[config.mk]
export PLATFORM = sky130hd
export DESIGN_NAME = lfsr_stream
export DESIGN_NICKNAME = d
export VERILOG_FILES = /design/src/rtl/lfsr_pkg.sv /design/src/rtl/lfsr_step.sv /design/src/rtl/lfsr_stream.sv
export SDC_FILE = /design/constraint.sdc
export NUM_CORES = 1
export LEC_CHECK = 0
export CORE_MARGIN = 3
export CORE_UTILIZATION = 40
export DETAILED_ROUTE_END_ITERATION = 16
export GPL_TIMING_DRIVEN = 0
export HOLD_SLACK_MARGIN = 0.08
export PLACE_DENSITY = 0.66
export SYNTH_ARGS = -nofsm -noshare
export SYNTH_HDL_FRONTEND = slang
export SYNTH_SLANG_ARGS = --single-unit
[constraint.sdc]
create_clock -name clk -period 2.1 [get_ports clk]
set_input_delay 0.42 -clock clk [delete_from_list [all_inputs] [get_ports clk]]
set_output_delay 0.42 -clock clk [all_outputs]
set_load 0.02 [all_outputs]
[src/rtl/lfsr_pkg.sv]
// Shared definitions for the LFSR stream source.
//  LFSR_MAX_W   : widest supported LFSR state
//  lfsr_state_e : stream control FSM states
//  lfsr_taps(w) : maximal-length Fibonacci tap mask for width w
//                 (bit k-1 set for tap k, zero for unsupported widths)
package lfsr_pkg;

  localparam int LFSR_MAX_W = 32;

  typedef enum logic {IDLE, RUN} lfsr_state_e;

  function automatic logic [31:0] tap_bit(int k);
    return 32'd1 << (k - 1);
  endfunction

  function automatic logic [31:0] lfsr_taps(int w);
    logic [31:0] m;
    m = '0;
    case (w)
      3:  m = tap_bit(3)  | tap_bit(2);
      4:  m = tap_bit(4)  | tap_bit(3);
      5:  m = tap_bit(5)  | tap_bit(3);
      6:  m = tap_bit(6)  | tap_bit(5);
      7:  m = tap_bit(7)  | tap_bit(6);
      8:  m = tap_bit(8)  | tap_bit(6)  | tap_bit(5) | tap_bit(4);
      9:  m = tap_bit(9)  | tap_bit(5);
      10: m = tap_bit(10) | tap_bit(7);
      11: m = tap_bit(11) | tap_bit(9);
      12: m = tap_bit(12) | tap_bit(6)  | tap_bit(4) | tap_bit(1);
      13: m = tap_bit(13) | tap_bit(4)  | tap_bit(3) | tap_bit(1);
      14: m = tap_bit(14) | tap_bit(5)  | tap_bit(3) | tap_bit(1);
      15: m = tap_bit(15) | tap_bit(14);
      16: m = tap_bit(16) | tap_bit(15) | tap_bit(13) | tap_bit(4);
      17: m = tap_bit(17) | tap_bit(14);
      18: m = tap_bit(18) | tap_bit(11);
      19: m = tap_bit(19) | tap_bit(6)  | tap_bit(2) | tap_bit(1);
      20: m = tap_bit(20) | tap_bit(17);
      21: m = tap_bit(21) | tap_bit(19);
      22: m = tap_bit(22) | tap_bit(21);
      23: m = tap_bit(23) | tap_bit(18);
      24: m = tap_bit(24) | tap_bit(23) | tap_bit(22) | tap_bit(17);
      25: m = tap_bit(25) | tap_bit(22);
      26: m = tap_bit(26) | tap_bit(6)  | tap_bit(2) | tap_bit(1);
      27: m = tap_bit(27) | tap_bit(5)  | tap_bit(2) | tap_bit(1);
      28: m = tap_bit(28) | tap_bit(25);
      29: m = tap_bit(29) | tap_bit(27);
      30: m = tap_bit(30) | tap_bit(6)  | tap_bit(4) | tap_bit(1);
      31: m = tap_bit(31) | tap_bit(28);
      32: m = tap_bit(32) | tap_bit(22) | tap_bit(2) | tap_bit(1);
      default: m = '0;
    endcase
    return m;
  endfunction

endpackage

[src/rtl/lfsr_step.sv]
// One combinational Fibonacci LFSR shift.
//  cur : current state (WIDTH bits)
//  adv : state after one shift; feedback enters at bit 0
module lfsr_step
  import lfsr_pkg::*;
#(
  parameter int WIDTH = 16
) (
  input  logic [WIDTH-1:0] cur,
  output logic [WIDTH-1:0] adv
);

  localparam logic [WIDTH-1:0] MASK = WIDTH'(lfsr_taps(WIDTH));

  assign adv = {cur[WIDTH-2:0], ^(cur & MASK)};

endmodule

[src/rtl/lfsr_stream.sv]
// Fibonacci LFSR pseudo-random source with a valid/ready output stream.
// Each accepted beat advances the LFSR by OUT_W shifts in one cycle.
//  clk       : rising-edge clock
//  reset     : asynchronous active-low reset
//  en        : run enable (a pending beat is drained before stopping)
//  seed_load : load seed this cycle; overrides everything else
//  seed      : seed value (all-zero is replaced by 1)
//  out_valid : out_data holds an unconsumed beat
//  out_ready : consumer accepts the beat
//  out_data  : low OUT_W bits of the LFSR state
//  seed_err  : 1-cycle pulse after an all-zero seed was replaced
//  wrap      : 1-cycle pulse after a beat that returned the state to the seed
//  beat_cnt  : accepted beats since reset or seed load (wraps)
module lfsr_stream
  import lfsr_pkg::*;
#(
  parameter int WIDTH = 16,
  parameter int OUT_W = 1,
  parameter int CNT_W = 32
) (
  input  logic             clk,
  input  logic             reset,
  input  logic             en,
  input  logic             seed_load,
  input  logic [WIDTH-1:0] seed,
  output logic             out_valid,
  input  logic             out_ready,
  output logic [OUT_W-1:0] out_data,
  output logic             seed_err,
  output logic             wrap,
  output logic [CNT_W-1:0] beat_cnt
);

  if (WIDTH < 3 || WIDTH > LFSR_MAX_W) begin : g_bad_width
    $fatal(1, "lfsr_stream: WIDTH must be 3..32");
  end
  if (OUT_W < 1 || OUT_W > WIDTH) begin : g_bad_out_w
    $fatal(1, "lfsr_stream: OUT_W must be 1..WIDTH");
  end
  if (CNT_W < 1 || CNT_W > 32) begin : g_bad_cnt_w
    $fatal(1, "lfsr_stream: CNT_W must be 1..32");
  end

  logic [WIDTH-1:0] state;
  logic [WIDTH-1:0] seed_reg;
  logic [WIDTH-1:0] adv;
  logic [WIDTH-1:0] seed_fix;
  logic             fire;
  lfsr_state_e      fsm_q, fsm_d;

  // OUT_W single shifts chained into one beat advance.
  for (genvar g = 0; g < OUT_W; g++) begin : gen_step
    logic [WIDTH-1:0] src;
    logic [WIDTH-1:0] dst;
    if (g == 0) begin : g_first
      assign src = state;
    end else begin : g_next
      assign src = gen_step[g-1].dst;
    end
    lfsr_step #(.WIDTH(WIDTH)) u_step (.cur(src), .adv(dst));
  end
  assign adv = gen_step[OUT_W-1].dst;

  // The all-zero state would lock the LFSR, so it is never loaded.
  assign seed_fix  = (seed == '0) ? WIDTH'(1) : seed;
  assign out_valid = (fsm_q == RUN);
  assign fire      = out_valid & out_ready;
  assign out_data  = state[OUT_W-1:0];

  always_comb begin
    fsm_d = fsm_q;
    case (fsm_q)
      IDLE: if (en) fsm_d = RUN;
      RUN:  if (!en && (fire || !out_valid)) fsm_d = IDLE;
    endcase
    // A load always drops valid for at least one cycle.
    if (seed_load) fsm_d = IDLE;
  end

  always_ff @(posedge clk or negedge reset) begin
    if (!reset) fsm_q <= IDLE;
    else        fsm_q <= fsm_d;
  end

  always_ff @(posedge clk or negedge reset) begin
    if (!reset) begin
      state    <= WIDTH'(1);
      seed_reg <= WIDTH'(1);
      seed_err <= 1'b0;
      wrap     <= 1'b0;
      beat_cnt <= '0;
    end else if (seed_load) begin
      // A beat firing in the same cycle is treated as delivered; its advance is dropped.
      state    <= seed_fix;
      seed_reg <= seed_fix;
      seed_err <= (seed == '0);
      wrap     <= 1'b0;
      beat_cnt <= '0;
    end else begin
      seed_err <= 1'b0;
      wrap     <= fire && (adv == seed_reg);
      if (fire) begin
        state    <= adv;
        beat_cnt <= beat_cnt + CNT_W'(1);
      end
    end
  end

endmodule

## Word-level counts from Yosys, hierarchy flattened

Index checks and enable logic that the tools add are counted.

| word-level totals | value |
|---|---|
| flip-flop bits (word level) | 67 |
| bits in latches | 0 |
| RAM bits | 0 |
| bits in read-only memories | 0 |
| output and inout bits | 36 |
| logic and storage cells | 29 |
| memories | 0 |

| operators by class | value |
|---|---|
| $add $sub $neg | 1 |
| multipliers | 0 |
| divide/modulo/power cells | 0 |
| magnitude comparators | 0 |
| equality and inequality tests | 1 |
| shift operators | 0 |
| multiplexer cells | 11 |
| bitwise logic cells | 2 |
| reduce and logical (&&, ||, !) cells | 8 |

Operators with widths:

| kind | count |
|---|---|
| 32-bit 2-to-1 mux | 2 |
| 16-bit 2-to-1 mux | 3 |
| 32-bit by 1-bit adder with 32-bit output (second input constant) | 1 |
| 16-bit == test | 1 |
| 16-bit logical NOT | 1 |
| 16-bit parity | 1 |
| 1-bit 2-to-1 mux | 5 |
| 1-bit logical AND | 2 |
| 1-bit logical NOT | 2 |
| 1-bit case mux with 2 select lines | 1 |
| 2-bit nonzero test | 1 |
| 1-bit AND | 1 |
| 1-bit logical OR | 1 |
| 1-bit inverter | 1 |

## Depth between registers and ports, before layout

Gate-level depths: netlist (run 1).

| depth | value |
|---|---|
| depth after elaboration | 6 |
| depth in mapped cells | 7 |

## Modules after synthesis

From an unflattened synthesis (run 1), not the netlist that was laid out.

| unflattened totals | value |
|---|---|
| cells, all modules | 361 |
| area total of the unflattened synthesis | 3,464.6 um2 |

By module, submodules not included:

| module | instances | cells each | area each (um2) | sequential area each (um2) |
|---|---|---|---|---|
| lfsr_stream | 1 | 343 | 3,325.7 | 1,679.1 |
| lfsr_step | 1 | 18 | 138.9 | 0.0 |

## Worst setup path after synthesis (run 1)

Ideal clock, no wire load.

| path | value |
|---|---|
| kind | register to register |
| from | register beat_cnt[7] |
| to | register beat_cnt[31] |
| setup time | 125 ps |
| data arrival time | 2,005 ps |
| data required time | 1,975 ps |
| path slack | -30 ps |
| cell stages (with the launch flop) | 7 |
| buffers on the path | 2 |
| period minus slack after synthesis | 2,130 ps |
| path through | dfrtp_1 nand4_1 or4_1 buf_2 buf_6 nor4_1 mux2_2 |

| on the way | value |
|---|---|
| longest elaborated chain between the ends | 3 |

RTL lines:

| what | RTL line | text |
|---|---|---|
| from (decl) | lfsr_stream.sv:31 | `output logic [CNT_W-1:0] beat_cnt` |
| from (signal assigned) | lfsr_stream.sv:104 | `beat_cnt <= beat_cnt + CNT_W'(1);` |
| 32-bit by 1-bit adder with 32-bit output | lfsr_stream.sv:104 |  |
| 32-bit 2-to-1 mux | lfsr_stream.sv:102 | `if (fire) begin` |
| 32-bit 2-to-1 mux | lfsr_stream.sv:92 | `end else if (seed_load) begin` |

Every way passes these cells. The select of a mux whose other input is x is not followed.
A chain may end at the register's enable or synchronous reset.

## Worst setup path after layout (run 1)

Same ends and word-level chain as after synthesis.

==> metrics.cfg, run 1 <==
[outcome]
outcome = complete, no violations

[synthesis]
avgSynthCellArea_um2 = 9.77
synth_area_leaders = dfrtp_1 (49%), o21ai_0 (5.3%), xor2_1 (5.0%), mux2i_1 (4.8%), nand4_1 (3.0%)
synth_area_leader_cell = dfrtp_1
syn_inst = 339
synth_top_area_share_pct = 49.1
synth_edf_count = 0
synthesis.nets = 361
syn-cell-area_um2 = 3310
yosys_register_bits = 67
yosysMostFrequentCell = dfrtp_1
yosysUniqueCellTypes = 29
yosysWarningCount = 0
ys.flop_type = dfrtp_1
synth_common_cells = dfrtp_1 (65), o21ai_0 (35), nand2_1 (25)
async_flop_share_pct = 100
yosysSeqAreaShare_pct = 50.7

[sta]
timing.fmax_ghz = 0.490
clock_skew_ns = 0.00988
setup_viol = 0
hold_violations = 0
tns_ns = 0
drv_slew = 0
timing.final.crit_period_ns = 2.04
rsz0062_at_grt = true
worst_pin_slew_ns = 0.842
relSlewSlack_pct = 43.9
post-route-period-util_pct = 97.1

[global_route]
antenna_found_initial = 0
grt_max_degree = 68
grt_pass1_vias = 2792
grt_pass1_wl_mm = 13.5
track_usage_pct = 17.7
grt-ovfl-total = 0

[placed_design]
io_buffers = 55
postPlaceCellArea_um2 = 3990
routabilityCongestion = 0.807
dp_hpwl_mm = 5.66

[critical_path]
cp_slowest_cell = or4_4
reg2reg_depth = 6
critical_path.top_delay_family = simple AND/OR/NAND/NOR gates
critPathMaxFanout = 10
arrival_ns = 2.26
cpPeakStageDelay_ns = 0.55
worst-path-buf-inv = 2
timing.rr.end = beat_cnt[31]$_DFFE_PN0P_
path_class = flip-flop to flip-flop
rr_startpoint = beat_cnt[7]$_DFFE_PN0P_
r2r_setup_slack_ns = 0.06
cp.required_ns = 2.32
path_cells = nand4_1 > or4_4 > buf_6 > buf_6 > nor4_4 > mux2_2
cp-end-kind = flip-flop
start_kind = flip-flop
cp_common_cell = buf_6

[detailed_routing]
wl_met1_mm = 3.59
wl_met3_um = 445
post_drt_via_cell_ratio = 5.48
wl_per_cell_um = 15.7
dr_total_vias = 2842
ant_nets = 0
top_layer = met4
routed-wl-met2_mm = 4.03
drtIter0Drc = 97
drcViolationCount = 0
drtPass1Iterations = 5
drt_wl_total_mm = 8.14

[clocking]
root_buffer = clkbuf_8
cts-hold-fix-buffers = 0
cts_max_path_buffers = 2
cts_tree = built
clk_latency_ns = 0.34
cts_buffers = 9
cts.sinks = 67
clk_pin_slew_ns = 0.07
cts.htree.levels = 3

[die]
ioPinCount = 57
fp-row-count = 32
die_x_um = 97.0
die_y_um = 97.0
die-area_um2 = 9410
coreArea_um2 = 7890
start_util_pct = 42.0

[layout]
nets = 434
area_growth_pct = 29.4
fillers = 732
drive_gt1_share_pct = 11.5
diodes = 0
largest_register_ffs = 32
stdcell_area_um2 = 4290

[flow_run]
cap_violations = 0

[hold_path]
hp-class = input port to asynchronous set/reset pin

[power]
p_leak_nw = 1.82
p_per_area_nw_per_um2 = 619
power_w = 0.00265
ir_drop_mv = 0.375

power by group:
group	internal [W]	leakage [nW]	switching, W	total, W
logic	0.000133	0.869	0.000159	0.000293
registers	0.00136	0.865	0.0000569	0.00141
clock network	0.000491	0.0905	0.000457	0.000948
total	0.00198	1.82	0.000673	0.00265
cells in the final DEF (no fill, tap or decap), drive strengths merged, types with 2 or more instances in the layout:
cell,count
o31ai,12
o21ai,35
clkdlybuf4s50,54
or4,13
o21a,4
buf,16
o31a,4
clkbuf,29
and3,2
a21oi,17
or3,3
and4,6
nor2,14
xor2,19
nand3,13
clkinv,2
nand4,16
dfstp,2
inv,21
nand2,25
mux2i,16
xnor2,11
dfrtp,65
nor4,12
timing repair:
item,in CTS,in global routing
gates resized for setup,4,15
setup endpoints to repair,12,16
pin swaps,1,0
setup buffers,6,3
cell type report:
type	instances	area, um^2	share of cell area (%)
flip-flops and latches	67	1690	39.3
multi-input cells	228	1510	35.1
repair buffers	64	616	14.4
clock buffers	14	163	3.79
well taps	102	128	2.98
plain buffers	21	100	2.34
inverters	21	78.8	1.84
clock inverters	2	10.0	0.234
worst max path at each step:
stage	startpoint	depth (start not counted)	to
final	beat_cnt[7]$_DFFE_PN0P_	6	beat_cnt[31]$_DFFE_PN0P_
after global routing	beat_cnt[14]$_DFFE_PN0P_	5	beat_cnt[31]$_DFFE_PN0P_
after CTS	beat_cnt[11]$_DFFE_PN0P_	6	beat_cnt[31]$_DFFE_PN0P_
after detailed placement	out_ready	7	beat_cnt[23]$_DFFE_PN0P_
after global placement	reset	1	beat_cnt[8]$_DFFE_PN0P_
after floorplan	beat_cnt[4]$_DFFE_PN0P_	6	beat_cnt[31]$_DFFE_PN0P_
cells by family (layout without fill, tap and decap cells):
kind of cell	count (synthesis)	in the layout	synth area share (%)
and+or+nand+nor	107	107	17.7
adders and majority gates	1	1	0.378
buffers and inverters	44	122	5.33
muxes	17	17	5.18
AOI/OAI and AO/OA	73	73	12.8
DFF	67	67	50.7
xor gates and xnor gates	30	30	7.93
routing by layer:
metal  global-route usage (%)  up-vias
li1                         -     1360
met1                     22.9     1388
met2                     28.9       85
met3                     4.83        9
met4                     5.83        0
met5                        0        -
metrics by stage:
step / std cells / util [%] / setup slack (ns) / hold WS (ns)
detailed placement: 496 / 50.6 / -0.170 / 0.517
finish: 519 / 54.3 / 0.0609 / 0.186
floorplan: 339 / - / 0.0108 / 0.124
global placement: 496 / 50.7 / -1.91 / 0.492
global route: 519 / 54.3 / -0.0185 / 0.240
CTS: 517 / 53.5 / 0.00577 / 0.216
Note: power is estimated with default switching activity, not from simulation.
==> run 2, diff against run 1 <==
--- a/config.mk
+++ b/config.mk
@@ -8,9 +8,9 @@
 export CORE_MARGIN = 3
 export CORE_UTILIZATION = 40
 export DETAILED_ROUTE_END_ITERATION = 16
-export GPL_TIMING_DRIVEN = 0
 export HOLD_SLACK_MARGIN = 0.08
 export PLACE_DENSITY = 0.66
+export RECOVER_POWER = 100
 export SYNTH_ARGS = -nofsm -noshare
 export SYNTH_HDL_FRONTEND = slang
 export SYNTH_SLANG_ARGS = --single-unit
==> run 2 against run 1 <==
  * Clock power fell by 2%
  * Global-route usage fell by 0.66 points
  * Worst setup slack improved by 0.020 ns
  * Via count fell by 2.1%
  * Clock-buffer cell count fell by 1
  * Critical path depth fell by 4
==> metrics.cfg, run 2 (synthesis gave the netlist of run 1 again) <==
[global_route]
grt_pass1_wl_mm = 13.2  ; -2.5%
grt_pass1_vias = 2822  ; +1.1%
grt_max_degree = 30  ; -56%
antenna_found_initial = 0  ; unchanged
grt-ovfl-total = 0  ; unchanged
track_usage_pct = 17.1  ; -0.66 points

[sta]
rsz0062_at_grt = false
timing.fmax_ghz = 0.495  ; +1.0%
drv_slew = 0  ; unchanged
post-route-period-util_pct = 96.1  ; -0.96 points
relSlewSlack_pct = 7.92  ; -36 points
worst_pin_slew_ns = 1.38  ; +0.539 ns
clock_skew_ns = 0.0124  ; +0.00247 ns
timing.final.crit_period_ns = 2.02  ; -0.0202 ns
tns_ns = 0  ; unchanged
setup_viol = 0  ; unchanged
hold_violations = 0  ; unchanged
finalWorstSetupSlack_ns = 0.0811  ; +0.0202 ns

[clocking]
cts.htree.levels = 3  ; unchanged
cts_tree = built
root_buffer = clkbuf_8
clk_pin_slew_ns = 0.06  ; about the same
cts.sinks = 67  ; unchanged
clk_latency_ns = 0.35  ; about the same
cts_buffers = 9  ; unchanged
cts_max_path_buffers = 2  ; unchanged

[detailed_routing]
wl_per_cell_um = 14.6  ; -6.7%
drt_wl_total_mm = 7.64  ; -6.2%
drcViolationCount = 0  ; unchanged
dr_total_vias = 2783  ; -2.1%
post_drt_via_cell_ratio = 5.33  ; -2.6%
drtPass1Iterations = 4  ; -1
drtIter0Drc = 87  ; -10%
ant_nets = 0  ; unchanged

[placed_design]
routabilityCongestion = 0.804  ; -0.37%
postPlaceCellArea_um2 = 4170  ; +4.4%
io_buffers = 56  ; +1.8%
dpl.cell_count = 505  ; +1.8%
place_worst_setup_slack_ns = -0.0865  ; +0.0834 ns
dp_hpwl_mm = 5.61  ; -0.79%

[layout]
drive_gt1_share_pct = 11.7  ; +0.16 points
fillers = 718  ; -1.9%
diodes = 0  ; unchanged
mostFrequentLayoutCells = dfrtp_1 (61), dlygate4sd3_1 (46), o21ai_0 (35)
instances_no_fill = 522  ; +0.58%
largest_register_ffs = 32  ; unchanged
area_growth_pct = 30.1
stdcell_area_um2 = 4310  ; +0.53%
final_common_cell = dfrtp_1
nets = 437  ; +0.69%

[hold_path]
min_from = seed_load
hold_end = seed_err$_DFF_PN0_
holdPathStages = 3
hp-class = input port to flip-flop

[outcome]
outcome = complete, no violations

[critical_path]
cp-end-kind = output port
cp.required_ns = 1.68  ; -0.64 ns
reg2reg_depth = 5  ; -1
timing.rr.end = beat_cnt[26]$_DFFE_PN0P_
start_kind = flip-flop
critPathMaxFanout = 9  ; -1
r2r_setup_slack_ns = 0.15  ; +0.09 ns
rr_startpoint = beat_cnt[6]$_DFFE_PN0P_
path_class = flip-flop to output port
arrival_ns = 1.60  ; -0.66 ns

[die]
die-area_um2 = 9410  ; unchanged
die_x_um = 97.0  ; unchanged
ioPinCount = 57  ; unchanged
coreArea_um2 = 7890  ; unchanged
fp-row-count = 32  ; unchanged
start_util_pct = 42.0  ; unchanged
die_y_um = 97.0  ; unchanged

[power]
p_per_area_nw_per_um2 = 611  ; -1.3%
p_leak_nw = 1.98  ; +8.3%
ir_drop_mv = 0.340  ; -9.1%

[flow_run]
cap_violations = 0  ; unchanged

run 2: cell type report:
class / instances / area [um^2] / area share (%)
well taps: 102 / 128 / 2.96
multi-input cells: 228 / 1460 / 33.9
repair buffers: 88 / 795 / 18.4
clock buffers: 13 / 149 / 3.46
clock inverters: 3 / 15.0 / 0.348
flip-flops and latches: 67 / 1680 / 39.1
inverters: 21 / 78.8 / 1.83
run 2: critical path, stage by stage, from the launching register on:
cell and delay [ns]:
dfrtp_1 0.38, clkbuf_2 0.24, clkdlybuf4s50_1 0.64
run 2: worst max-delay path by stage:
stage                                                end                    start  slack (ns)
after detailed placement        beat_cnt[21]$_DFFE_PN0P_                out_ready       -0.09
final                                        beat_cnt[0]  beat_cnt[0]$_DFFE_PN0P_        0.08
after global placement          beat_cnt[17]$_DFFE_PN0P_                out_ready       -0.06
after CTS                       beat_cnt[20]$_DFFE_PN0P_  beat_cnt[7]$_DFFE_PN0P_       0.002
after floorplan                 beat_cnt[31]$_DFFE_PN0P_  beat_cnt[4]$_DFFE_PN0P_        0.01
after global routing      gen_step[0].src[5]$_DFFE_PN0P_                out_ready        0.01
run 2: per-stage QoR:
stage	power, W	utilization (%)	hold WS [ns]
floorplan	0.00160	-	0.124
global placement	0.00173	52.8	0.440
detailed placement	0.00174	52.8	0.443
CTS	0.00267	55.0	0.471
global route	0.00276	54.6	0.570
finish	0.00263	54.6	0.530
run 2: what timing repair did:
| item | 4_1_cts | 5_1_grt |
|---|---|---|
| setup endpoints to repair | 0 | 12 |
| setup buffers | 0 | 0 |
| endpoints found under the hold margin | 17 | 0 |
| gates resized for setup | 0 | 2 |
| hold buffers | 1 | 0 |
run 2: routing by layer:
| layer | wire length (um) | share of wire, % | global-route usage (%) | vias up |
|---|---|---|---|---|
| met5 | 0 | 0 | 0 | - |
| met4 | 116 | 1.5 | 5.51 | 0 |
| met3 | 420 | 5.5 | 5.05 | 14 |
| met2 | 3660 | 48 | 28.0 | 77 |
| met1 | 3450 | 45 | 21.7 | 1325 |
| li1 | - | - | - | 1367 |
run 2: power breakdown:
part	internal [W]	switching, W	total, W
Combinational	0.000137	0.000154	0.000291
Sequential	0.00136	0.0000578	0.00141
Clock	0.000456	0.000473	0.000929
Total	0.00195	0.000685	0.00263
